===== config.mk =====
export PLATFORM = sky130hd
export DESIGN_NAME = spart_rx_core
export DESIGN_NICKNAME = d
export VERILOG_FILES = /design/src/rtl/spart_pkg.sv /design/src/rtl/spart_sync_fifo.sv /design/src/rtl/spart_rx_core.sv
export SDC_FILE = /design/constraint.sdc
export NUM_CORES = 1
export LEC_CHECK = 0
export BUFFER_PORTS_ARGS = -buffer_cell sky130_fd_sc_hd__buf_2
export CAP_MARGIN = 20
export CORE_MARGIN = 2
export CORE_UTILIZATION = 50
export CTS_BUF_LIST = sky130_fd_sc_hd__clkbuf_4 sky130_fd_sc_hd__clkbuf_8
export CTS_CLUSTER_DIAMETER = 30
export CTS_CLUSTER_SIZE = 28
export DETAILED_ROUTE_END_ITERATION = 6
export PLACE_DENSITY_LB_ADDON = 0.05
export RECOVER_POWER = 25
export SYNTH_ARGS = -nofsm -noshare
export SYNTH_HDL_FRONTEND = slang
export SYNTH_HIERARCHICAL = 1
export SYNTH_SLANG_ARGS = --single-unit

===== constraint.sdc =====
create_clock -name clk -period 3.3 [get_ports clk]
set_input_delay 0.66 -clock clk [delete_from_list [all_inputs] [get_ports clk]]
set_output_delay 0.66 -clock clk [all_outputs]
set_load 0.02 [all_outputs]

===== src/rtl/spart_pkg.sv =====
// Shared constants and types for the serial receive path.
package spart_pkg;

   // parity_mode encodings; 2'b11 is handled exactly like PAR_NONE
   localparam logic [1:0] PAR_NONE = 2'b00;
   localparam logic [1:0] PAR_EVEN = 2'b01;
   localparam logic [1:0] PAR_ODD  = 2'b10;

   localparam int OVERSAMPLE = 16;
   localparam int SAMPLE_W   = $clog2(OVERSAMPLE);

   // the three mid-bit samples voted on for every bit
   localparam logic [SAMPLE_W-1:0] SAMPLE_EARLY = SAMPLE_W'(7);
   localparam logic [SAMPLE_W-1:0] SAMPLE_MID   = SAMPLE_W'(8);
   localparam logic [SAMPLE_W-1:0] SAMPLE_LATE  = SAMPLE_W'(9);

   typedef enum logic [2:0] {
      ST_IDLE,
      ST_START,
      ST_DATA,
      ST_PARITY,
      ST_STOP
   } rx_state_e;

   function automatic logic majority3(input logic a, input logic b, input logic c);
      return (a & b) | (a & c) | (b & c);
   endfunction

   function automatic logic parity_enabled(input logic [1:0] mode);
      return (mode == PAR_EVEN) || (mode == PAR_ODD);
   endfunction

endpackage


===== src/rtl/spart_sync_fifo.sv =====
// Receive FIFO, first-word fall-through; head reads as zero while empty.
module spart_sync_fifo import spart_pkg::*; #(
   parameter int WIDTH = 8,
   parameter int DEPTH = 4
) (
   input  logic                       clk,
   input  logic                       rst,
   input  logic                       push,
   input  logic [WIDTH-1:0]           wr_data,
   input  logic                       pop,
   output logic [WIDTH-1:0]           rd_data,
   output logic                       full,
   output logic                       empty,
   output logic [$clog2(DEPTH+1)-1:0] count
);

   localparam int AW = (DEPTH > 1) ? $clog2(DEPTH) : 1;
   localparam int CW = $clog2(DEPTH + 1);

   logic [WIDTH-1:0] mem_q [DEPTH];
   logic [AW-1:0]    wr_ptr_q, wr_ptr_d;
   logic [AW-1:0]    rd_ptr_q, rd_ptr_d;
   logic [CW-1:0]    count_q, count_d;
   logic             push_ok, pop_ok;

   assign empty   = (count_q == '0);
   assign full    = (count_q == CW'(DEPTH));
   assign count   = count_q;
   assign rd_data = empty ? '0 : mem_q[rd_ptr_q];

   // pop only when data is present; push when space exists or a pop frees a slot
   always_comb begin
      pop_ok   = pop & ~empty;
      push_ok  = push & (~full | pop_ok);
      wr_ptr_d = push_ok ? wr_ptr_q + AW'(1) : wr_ptr_q;
      rd_ptr_d = pop_ok  ? rd_ptr_q + AW'(1) : rd_ptr_q;
      count_d  = count_q + CW'(push_ok) - CW'(pop_ok);
   end

   // pointer and occupancy registers
   always_ff @(posedge clk) begin
      if (!rst) begin
         wr_ptr_q <= '0;
         rd_ptr_q <= '0;
         count_q  <= '0;
      end else begin
         wr_ptr_q <= wr_ptr_d;
         rd_ptr_q <= rd_ptr_d;
         count_q  <= count_d;
      end
   end

   // storage array, written only on an accepted push
   always_ff @(posedge clk) begin
      if (push_ok) mem_q[wr_ptr_q] <= wr_data;
   end

endmodule


===== src/rtl/spart_rx_core.sv =====
// Oversampling serial receiver: synchroniser, tick generator, frame FSM,
// sticky error flags and receive FIFO.
//
// state  | meaning
// IDLE   | line idle, waiting for a falling edge
// START  | qualifying the start bit (glitch reject)
// DATA   | shifting in data bits, LSB first
// PARITY | checking the parity bit
// STOP   | checking the stop bit, pushing good frames
module spart_rx_core import spart_pkg::*; #(
   parameter int DATA_BITS  = 8,
   parameter int FIFO_DEPTH = 4
) (
   input  logic                            clk,
   input  logic                            rst,
   input  logic                            rxd,
   input  logic [15:0]                     baud_div,
   input  logic [1:0]                      parity_mode,
   input  logic                            rd_en,
   input  logic                            err_clr,
   output logic [DATA_BITS-1:0]            rd_data,
   output logic                            rx_empty,
   output logic                            rx_full,
   output logic [$clog2(FIFO_DEPTH+1)-1:0] rx_count,
   output logic                            frame_err,
   output logic                            parity_err,
   output logic                            overrun_err
);

   localparam logic [3:0] LAST_BIT = 4'(DATA_BITS - 1);

   logic                 sync1_q, sync2_q, prev_q;
   rx_state_e            state_q, state_d;
   logic [15:0]          tick_cnt_q, tick_cnt_d;
   logic [15:0]          baud_q, baud_d;
   logic [1:0]           pmode_q, pmode_d;
   logic [SAMPLE_W-1:0]  samp_cnt_q, samp_cnt_d;
   logic [3:0]           bit_cnt_q, bit_cnt_d;
   logic [DATA_BITS-1:0] shreg_q, shreg_d;
   logic                 s7_q, s7_d, s8_q, s8_d;
   logic                 par_bad_q, par_bad_d;
   logic                 push_q, push_d;
   logic [DATA_BITS-1:0] push_data_q, push_data_d;
   logic                 frame_err_q, frame_err_d;
   logic                 parity_err_q, parity_err_d;
   logic                 overrun_err_q, overrun_err_d;
   logic                 tick, decide, bit_val, start_edge;
   logic                 frame_evt, parity_evt, overrun_evt;

   assign frame_err   = frame_err_q;
   assign parity_err  = parity_err_q;
   assign overrun_err = overrun_err_q;

   // next-state logic for the frame FSM, its timers and the error flags
   always_comb begin
      tick        = (state_q != ST_IDLE) && (tick_cnt_q == baud_q);
      decide      = tick && (samp_cnt_q == SAMPLE_LATE);
      bit_val     = majority3(s7_q, s8_q, sync2_q);
      start_edge  = prev_q & ~sync2_q;
      state_d     = state_q;
      tick_cnt_d  = tick_cnt_q;
      baud_d      = baud_q;
      pmode_d     = pmode_q;
      samp_cnt_d  = samp_cnt_q;
      bit_cnt_d   = bit_cnt_q;
      shreg_d     = shreg_q;
      s7_d        = s7_q;
      s8_d        = s8_q;
      par_bad_d   = par_bad_q;
      push_d      = 1'b0;
      push_data_d = push_data_q;
      frame_evt   = 1'b0;
      parity_evt  = 1'b0;

      if (state_q != ST_IDLE) begin
         tick_cnt_d = tick ? 16'd0 : tick_cnt_q + 16'd1;
         if (tick) begin
            samp_cnt_d = samp_cnt_q + SAMPLE_W'(1);
            if (samp_cnt_q == SAMPLE_EARLY) s7_d = sync2_q;
            if (samp_cnt_q == SAMPLE_MID)   s8_d = sync2_q;
         end
      end

      case (state_q)
         ST_IDLE: begin
            if (start_edge) begin
               state_d    = ST_START;
               tick_cnt_d = 16'd0;
               samp_cnt_d = '0;
               bit_cnt_d  = 4'd0;
               par_bad_d  = 1'b0;
               baud_d     = baud_div;
               pmode_d    = parity_mode;
            end
         end
         ST_START: begin
            if (decide) state_d = bit_val ? ST_IDLE : ST_DATA;
         end
         ST_DATA: begin
            if (decide) begin
               shreg_d   = {bit_val, shreg_q[DATA_BITS-1:1]};
               bit_cnt_d = bit_cnt_q + 4'd1;
               if (bit_cnt_q == LAST_BIT)
                  state_d = parity_enabled(pmode_q) ? ST_PARITY : ST_STOP;
            end
         end
         ST_PARITY: begin
            if (decide) begin
               par_bad_d = (^shreg_q) ^ bit_val ^ (pmode_q == PAR_ODD);
               state_d   = ST_STOP;
            end
         end
         ST_STOP: begin
            if (decide) begin
               state_d     = ST_IDLE;
               frame_evt   = ~bit_val;
               parity_evt  = par_bad_q;
               push_d      = bit_val & ~par_bad_q;
               push_data_d = shreg_q;
            end
         end
         default: state_d = ST_IDLE;
      endcase

      overrun_evt   = push_q & rx_full & ~rd_en;
      frame_err_d   = frame_evt   | (frame_err_q   & ~err_clr);
      parity_err_d  = parity_evt  | (parity_err_q  & ~err_clr);
      overrun_err_d = overrun_evt | (overrun_err_q & ~err_clr);
   end

   // synchroniser, FSM state and registered outputs
   always_ff @(posedge clk) begin
      if (!rst) begin
         sync1_q       <= 1'b1;
         sync2_q       <= 1'b1;
         prev_q        <= 1'b1;
         state_q       <= ST_IDLE;
         tick_cnt_q    <= 16'd0;
         baud_q        <= 16'd0;
         pmode_q       <= PAR_NONE;
         samp_cnt_q    <= '0;
         bit_cnt_q     <= 4'd0;
         shreg_q       <= '0;
         s7_q          <= 1'b1;
         s8_q          <= 1'b1;
         par_bad_q     <= 1'b0;
         push_q        <= 1'b0;
         push_data_q   <= '0;
         frame_err_q   <= 1'b0;
         parity_err_q  <= 1'b0;
         overrun_err_q <= 1'b0;
      end else begin
         sync1_q       <= rxd;
         sync2_q       <= sync1_q;
         prev_q        <= sync2_q;
         state_q       <= state_d;
         tick_cnt_q    <= tick_cnt_d;
         baud_q        <= baud_d;
         pmode_q       <= pmode_d;
         samp_cnt_q    <= samp_cnt_d;
         bit_cnt_q     <= bit_cnt_d;
         shreg_q       <= shreg_d;
         s7_q          <= s7_d;
         s8_q          <= s8_d;
         par_bad_q     <= par_bad_d;
         push_q        <= push_d;
         push_data_q   <= push_data_d;
         frame_err_q   <= frame_err_d;
         parity_err_q  <= parity_err_d;
         overrun_err_q <= overrun_err_d;
      end
   end

   spart_sync_fifo #(
      .WIDTH (DATA_BITS),
      .DEPTH (FIFO_DEPTH)
   ) u_fifo (
      .clk     (clk),
      .rst     (rst),
      .push    (push_q),
      .wr_data (push_data_q),
      .pop     (rd_en),
      .rd_data (rd_data),
      .full    (rx_full),
      .empty   (rx_empty),
      .count   (rx_count)
   );

endmodule


# Yosys cells after proc, flatten, opt, wreduce, memory -nomap -nowiden
# Memories as Yosys holds them, arrays and structs flattened. A register that Yosys moved wholly into a read port is not among the register bits.
# Cells that the tools add are included.
[classes] n_addsub=7 eq_ne=18 mux=32 bitwise_logic=27 reduce_logical=18
[ops] cell="$mux 16" count=4
[ops] cell="$mux 4" count=6
[ops] cell="$mux 3" count=7
[ops] cell="$add 16x1->16 const B" count=1
[ops] cell="$eq 16x16->1" count=1
[ops] cell="$pmux 3 s5" count=1
[ops] cell="$reduce_and 3->1" count=5
[ops] cell="$and 1x1->1" count=12
[ops] cell="$ne 2x2->1 const B" count=6
[ops] cell="$add 4x1->4 const B" count=2
[ops] cell="$eq 4x3->1 const B" count=2
[ops] cell="$eq 4x4->1 const B" count=2
[ops] cell="$mux 1" count=8
[ops] cell="$mux 8" count=1
[ops] cell="$pmux 4 s2" count=1
[ops] cell="$reduce_xor 8->1" count=1
[ops] cell="$not 1->1" count=7
[ops] cell="$eq 3x2->1 const B" count=2
[ops] cell="$eq 3x3->1 const B" count=2
[ops] cell="$logic_not 3->1" count=2
[ops] cell="$mux 2" count=3
[ops] cell="$or 1x1->1" count=6
[ops] cell="$reduce_and 2->1" count=3
[ops] cell="$reduce_and 6->1" count=1
[ops] cell="12 further kinds" count=16
[word_totals] reg_bits=78 ramBits=32 out_inout_bits=16 mem_count=1
[mem_list] memory="u_fifo.mem_q" depth=4 width=8 read_ports=1 rd_clocked_by_memory_dff=1 wr=1 line="spart_sync_fifo.sv:20" source="logic [WIDTH-1:0] mem_q [DEPTH];"

# Longest topological paths before layout
[depth] ltp_word=7 depth_mapped=8 depth_no_buf=8

# Hierarchy
# Netlist, hierarchy kept.
[modules_own_cells] mod="spart_rx_core" n_inst=1 cells_each=370 area_per_inst_um2=3220.6 seq_area_each_um2=1421.4
[modules_own_cells] mod="spart_sync_fifo" n_inst=1 cells_each=99 area_per_inst_um2=1691.6 seq_area_each_um2=1141.1

# Worst setup path after synthesis
# No wires, ideal clock.
[synth_path] path_type="register -> register" from="register u_fifo.count_q[2] (netlist: u_fifo/count[2])" to="register u_fifo.count_q[2] (netlist: u_fifo/count[2])" setup_time_ns=0.115 arrival_ns=2.293 path_slack_ns=0.892 path_stages_with_launch=9 period_less_slack_ns=2.408 path_cell_list="dfxtp_1 nor3b_2 a21boi_2 a21bo_1 ha_1 fa_1 xnor2_1 xnor2_1 and2_1"
[synth_between] elab_cells_between_ends=9 cone_classes="2 x add/sub; 1 x eq/ne; 5 x bitwise; 1 x reduce/logical"
[synth_rtl] element="from (decl)" line="spart_sync_fifo.sv:23" source="logic [CW-1:0] count_q, count_d;"
[synth_rtl] element="from (signal assigned)" line="spart_sync_fifo.sv:49" source="count_q <= count_d;"
[synth_rtl] element="$eq 3x3->1" line="spart_sync_fifo.sv:27" source="assign full = (count_q == CW'(DEPTH));"
[synth_rtl] element="named net rx_full" line="spart_rx_core.sv:23" source="output logic rx_full,"
[synth_rtl] element="$not 1->1" line="spart_sync_fifo.sv:34" source="push_ok = push & (~full | pop_ok);"
[synth_rtl] element="$or 1x1->1" line="spart_sync_fifo.sv:34"
[synth_rtl] element="$and 1x1->1" line="spart_sync_fifo.sv:34"
[synth_rtl] element="$add 3x1->3" line="spart_sync_fifo.sv:37" source="count_d = count_q + CW'(push_ok) - CW'(pop_ok);"
[synth_rtl] element="$sub 3x1->3" line="spart_sync_fifo.sv:37"
# The timed path passes the listed nets, and every way through them passes these cells.
# A chain may end at the register's enable or synchronous reset.

==> flow_summary.json <==
{
  "post_cts_buffers": 0,
  "die_area_um2": 10600,
  "outcome": "finished with violations",
  "switchingPower_w": 0.000764,
  "violations": "max-capacitance violations, max-slew violations",
  "ys_seq_area_share_pct": 52.2,
  "antenna_found_initial": 0,
  "ys_ff_latch": 112,
  "comb_power_share_pct": 13.8,
  "yosysTopAreaCellShare_pct": 32.6,
  "hold_buffers": 0,
  "synth_nets": 504,
  "clkTransAtPathRegs_ns": 0.11,
  "nFillCells": 900,
  "worstPathArrival_ns": 1.91,
  "drt_iter0_markers": 98,
  "grt_max_degree": 40,
  "finalCriticalPeriod_ns": 2.57,
  "maxCapViolations": 1,
  "dr_total_vias": 3243,
  "cts-root-buf": "clkbuf_8",
  "coreArea_um2": 9640,
  "reg2reg_from": "tick_cnt_q[5]",
  "wirelength_um": 8960,
  "p_leak_nw": 2.25,
  "drive_gt1_share_pct": 14.2,
  "slew_viol_final": 40,
  "slew-limit-headroom_pct": -8.64,
  "worst_setup_path_start_kind": "register",
  "p_sw_share_pct": 27.8,
  "total_power_w": 0.00275,
  "clk_latency_ns": 0.37,
  "min_path_cells": 1,
  "cp-end-kind": "output port",
  "numClockSinks": 112,
  "antenna_cells": 0,
  "fin_area_um2": 5420,
  "fin_nets": 537,
  "finalHoldViolCount": 0,
  "gp_congestion": 0.824,
  "setup_tns_ns": 0,
  "hold_end": "sync2_q",
  "grt_pass1_vias": 3000,
  "period_share_pct": 77.9,
  "die_h_um": 103,
  "dp.cells": 624,
  "stdcell_count": 640,
  "tightest_slew_ns": 1.63,
  "ys.flop_type": "dfxtp_1",
  "skew_ns": 0.0135,
  "use_met1_pct": 23.9,
  "power.density_nw_per_um2": 507,
  "holdCritStartpoint": "sync1_q",
  "die_w_um": 103,
  "path_cells": "mux4_2 > nor2b_1 > buf_2",
  "synth_edf_count": 32,
  "avgViaCountPerCell": 5.07,
  "io_pins": 39,
  "synth_area_per_cell_um2": 10.5,
  "worst_slack_ns": 0.729,
  "cts_resized": 0,
  "rows": 36,
  "area_growth_pct": 10.3,
  "setup.worst_path.class": "register to output port",
  "initial_core_util_pct": 51.0,
  "p_int_w": 0.00198,
  "gr-total-overflow": 0,
  "syn_area_um2": 4910,
  "required_ns": 2.64,
  "r2r_setup_slack_ns": 0.96,
  "rsz0062_at_grt": "no",
  "pre_cts_slack_ns": 0.905,
  "dp_hpwl_um": 6270,
  "grt.busiest_layer": "met2",
  "htree_levels": 3,
  "use_met3_pct": 4.07,
  "syn-instance-count": 469,
  "cts_tree": "yes",
  "hp-class": "register to register",
  "async_flop_share_pct": 0,
  "dpl-instance-area_um2": 5220,
  "io_buffers": 38,
  "max_freq_ghz": 0.389,
  "ir_drop_mv": 0.216,
  "p_clk_share_pct": 30.9,
  "ys_warn_count": 6,
  "grt_pass1_wl_um": 14600,
  "drc_errors": 0,
  "multi_input_area_um2": 2180,
  "wl_per_cell_um": 14.0,
  "use_met2_pct": 29.1,
  "yosys-top-cells-area": "dfxtp_1, edfxtp_1, nand2_1",
  "grt_usage_pct": 17.8,
  "ant_nets": 0,
  "first_pass_iters": 4,
  "pwr-share-seq_pct": 55.2,
  "setup_viol": 0,
  "reg2reg_to": "shreg_q[2]",
  "layout.area.seq_um2": 2560,
  "cts_made_buffers": 9,
  "max_stage_delay_ns": 0.67,
  "crit_path_top_delay_cell": "dfxtp_1",
  "cts.path.max_buffers": 2,
  "crit_fanout": 8,
  "rr_worst_depth": 5,
  "synth.distinct_cells": 50,
  "synth_top_area_cell": "dfxtp_1"
}
## state kept, by name, summed over array words and instances (netlist names), 2 cells and up, named ones only
name	flops
u_fifo/mem_q	32
state_q	3
pmode_q	2
push_data_q	8
samp_cnt_q	4
tick_cnt_q	16
u_fifo/wr_ptr_q	2
shreg_q	8
bit_cnt_q	4
baud_q	16
u_fifo/rd_ptr_q	2
u_fifo/count	3
## layout make-up
type	instances	share of cell area, %
sequential	112	47.3
inverter	13	0.900
tap	133	3.07
multi-input combinational	319	40.2
clock buffer	9	2.29
timing repair buffer	47	4.66
clock inverter	7	1.57
## cells in the mapped netlist, drive strengths merged, types with 2 or more instances
master / n
nor4b: 2
dfxtp: 80
o31ai: 4
and4b: 2
mux2i: 27
o21a: 2
a21boi: 2
and2: 9
xnor2: 16
nand2b: 7
nand2: 75
edfxtp: 32
mux4: 8
nor3b: 3
and4: 2
xor2: 24
a21oi: 27
nor4: 5
ha: 11
clkbuf: 16
or4: 3
nor3: 8
nor2: 25
nand4: 6
nor2b: 9
nand3b: 4
buf: 9
or3: 7
o21ai: 5
nand3: 14
inv: 13
## kinds of logic after synthesis
family                   after synthesis  synth area share [%]
AND/OR/NAND/NOR                      184                  18.5
XOR/XNOR                              41                  7.59
adder cells (fa/ha/maj)               13                  3.44
multiplexers                          35                  9.17
AO/OA/AOI/OAI                         46                  5.76
flip-flops                           112                  52.2
buffers and inverters                 38                  3.34
## power groups by stage
stage               logic (W)  clock network, W  registers [W]
finish               0.000380          0.000850        0.00152
global route         0.000422          0.000928        0.00153
floorplan            0.000298                 0        0.00153
global placement     0.000382                 0        0.00155
detailed placement   0.000388                 0        0.00155
CTS                  0.000390          0.000879        0.00152
## through the flow
stage / util, % / hold slack, ns
after floorplan: - / 0.386
after global placement: 54.2 / 0.388
after detailed placement: 54.2 / 0.396
after CTS: 56.3 / 0.425
after global routing: 56.2 / 0.454
final: 56.2 / 0.418
## cell usage in the layout, fill, tap and decap left out, drive strengths merged, types with 8 or more instances in the layout
cell | synthesis | routed
inv | 13 | 16
ha | 11 | 11
xnor2 | 16 | 16
mux2i | 27 | 27
edfxtp | 32 | 32
nor2b | 9 | 9
nor3 | 8 | 8
mux4 | 8 | 8
nand2 | 75 | 75
dfxtp | 80 | 80
clkbuf | 16 | 11
xor2 | 24 | 24
nor2 | 25 | 25
buf | 9 | 45
and2 | 9 | 9
a21oi | 27 | 27
nand3 | 14 | 14
## metal layers
layer	share of wire [%]	vias up
met5	0	-
met3	2.9	8
met1	47	1502
met4	0.93	0
li1	-	1680
met2	49	53
## worst max path at each step
stage,start,to,slack (ns),cells after the start
floorplan,u_fifo/count[2],u_fifo/count[2],0.89,8
global placement,rd_en,u_fifo/count[2],0.98,9
detailed placement,rd_en,u_fifo/count[2],0.90,9
CTS,register,rd_data[5],0.67,3
global route,register,rd_data[4],0.58,3
finish,register,rd_data[5],0.73,3
## worst max-delay path, delay by kind of cell, from the launching register on
kind | cells | cell delay, ns
flops | 1 | 0.67
mux | 1 | 0.58
buf+inv | 1 | 0.15
simple gates | 1 | 0.14
Power figures use the tool's default switching activity.
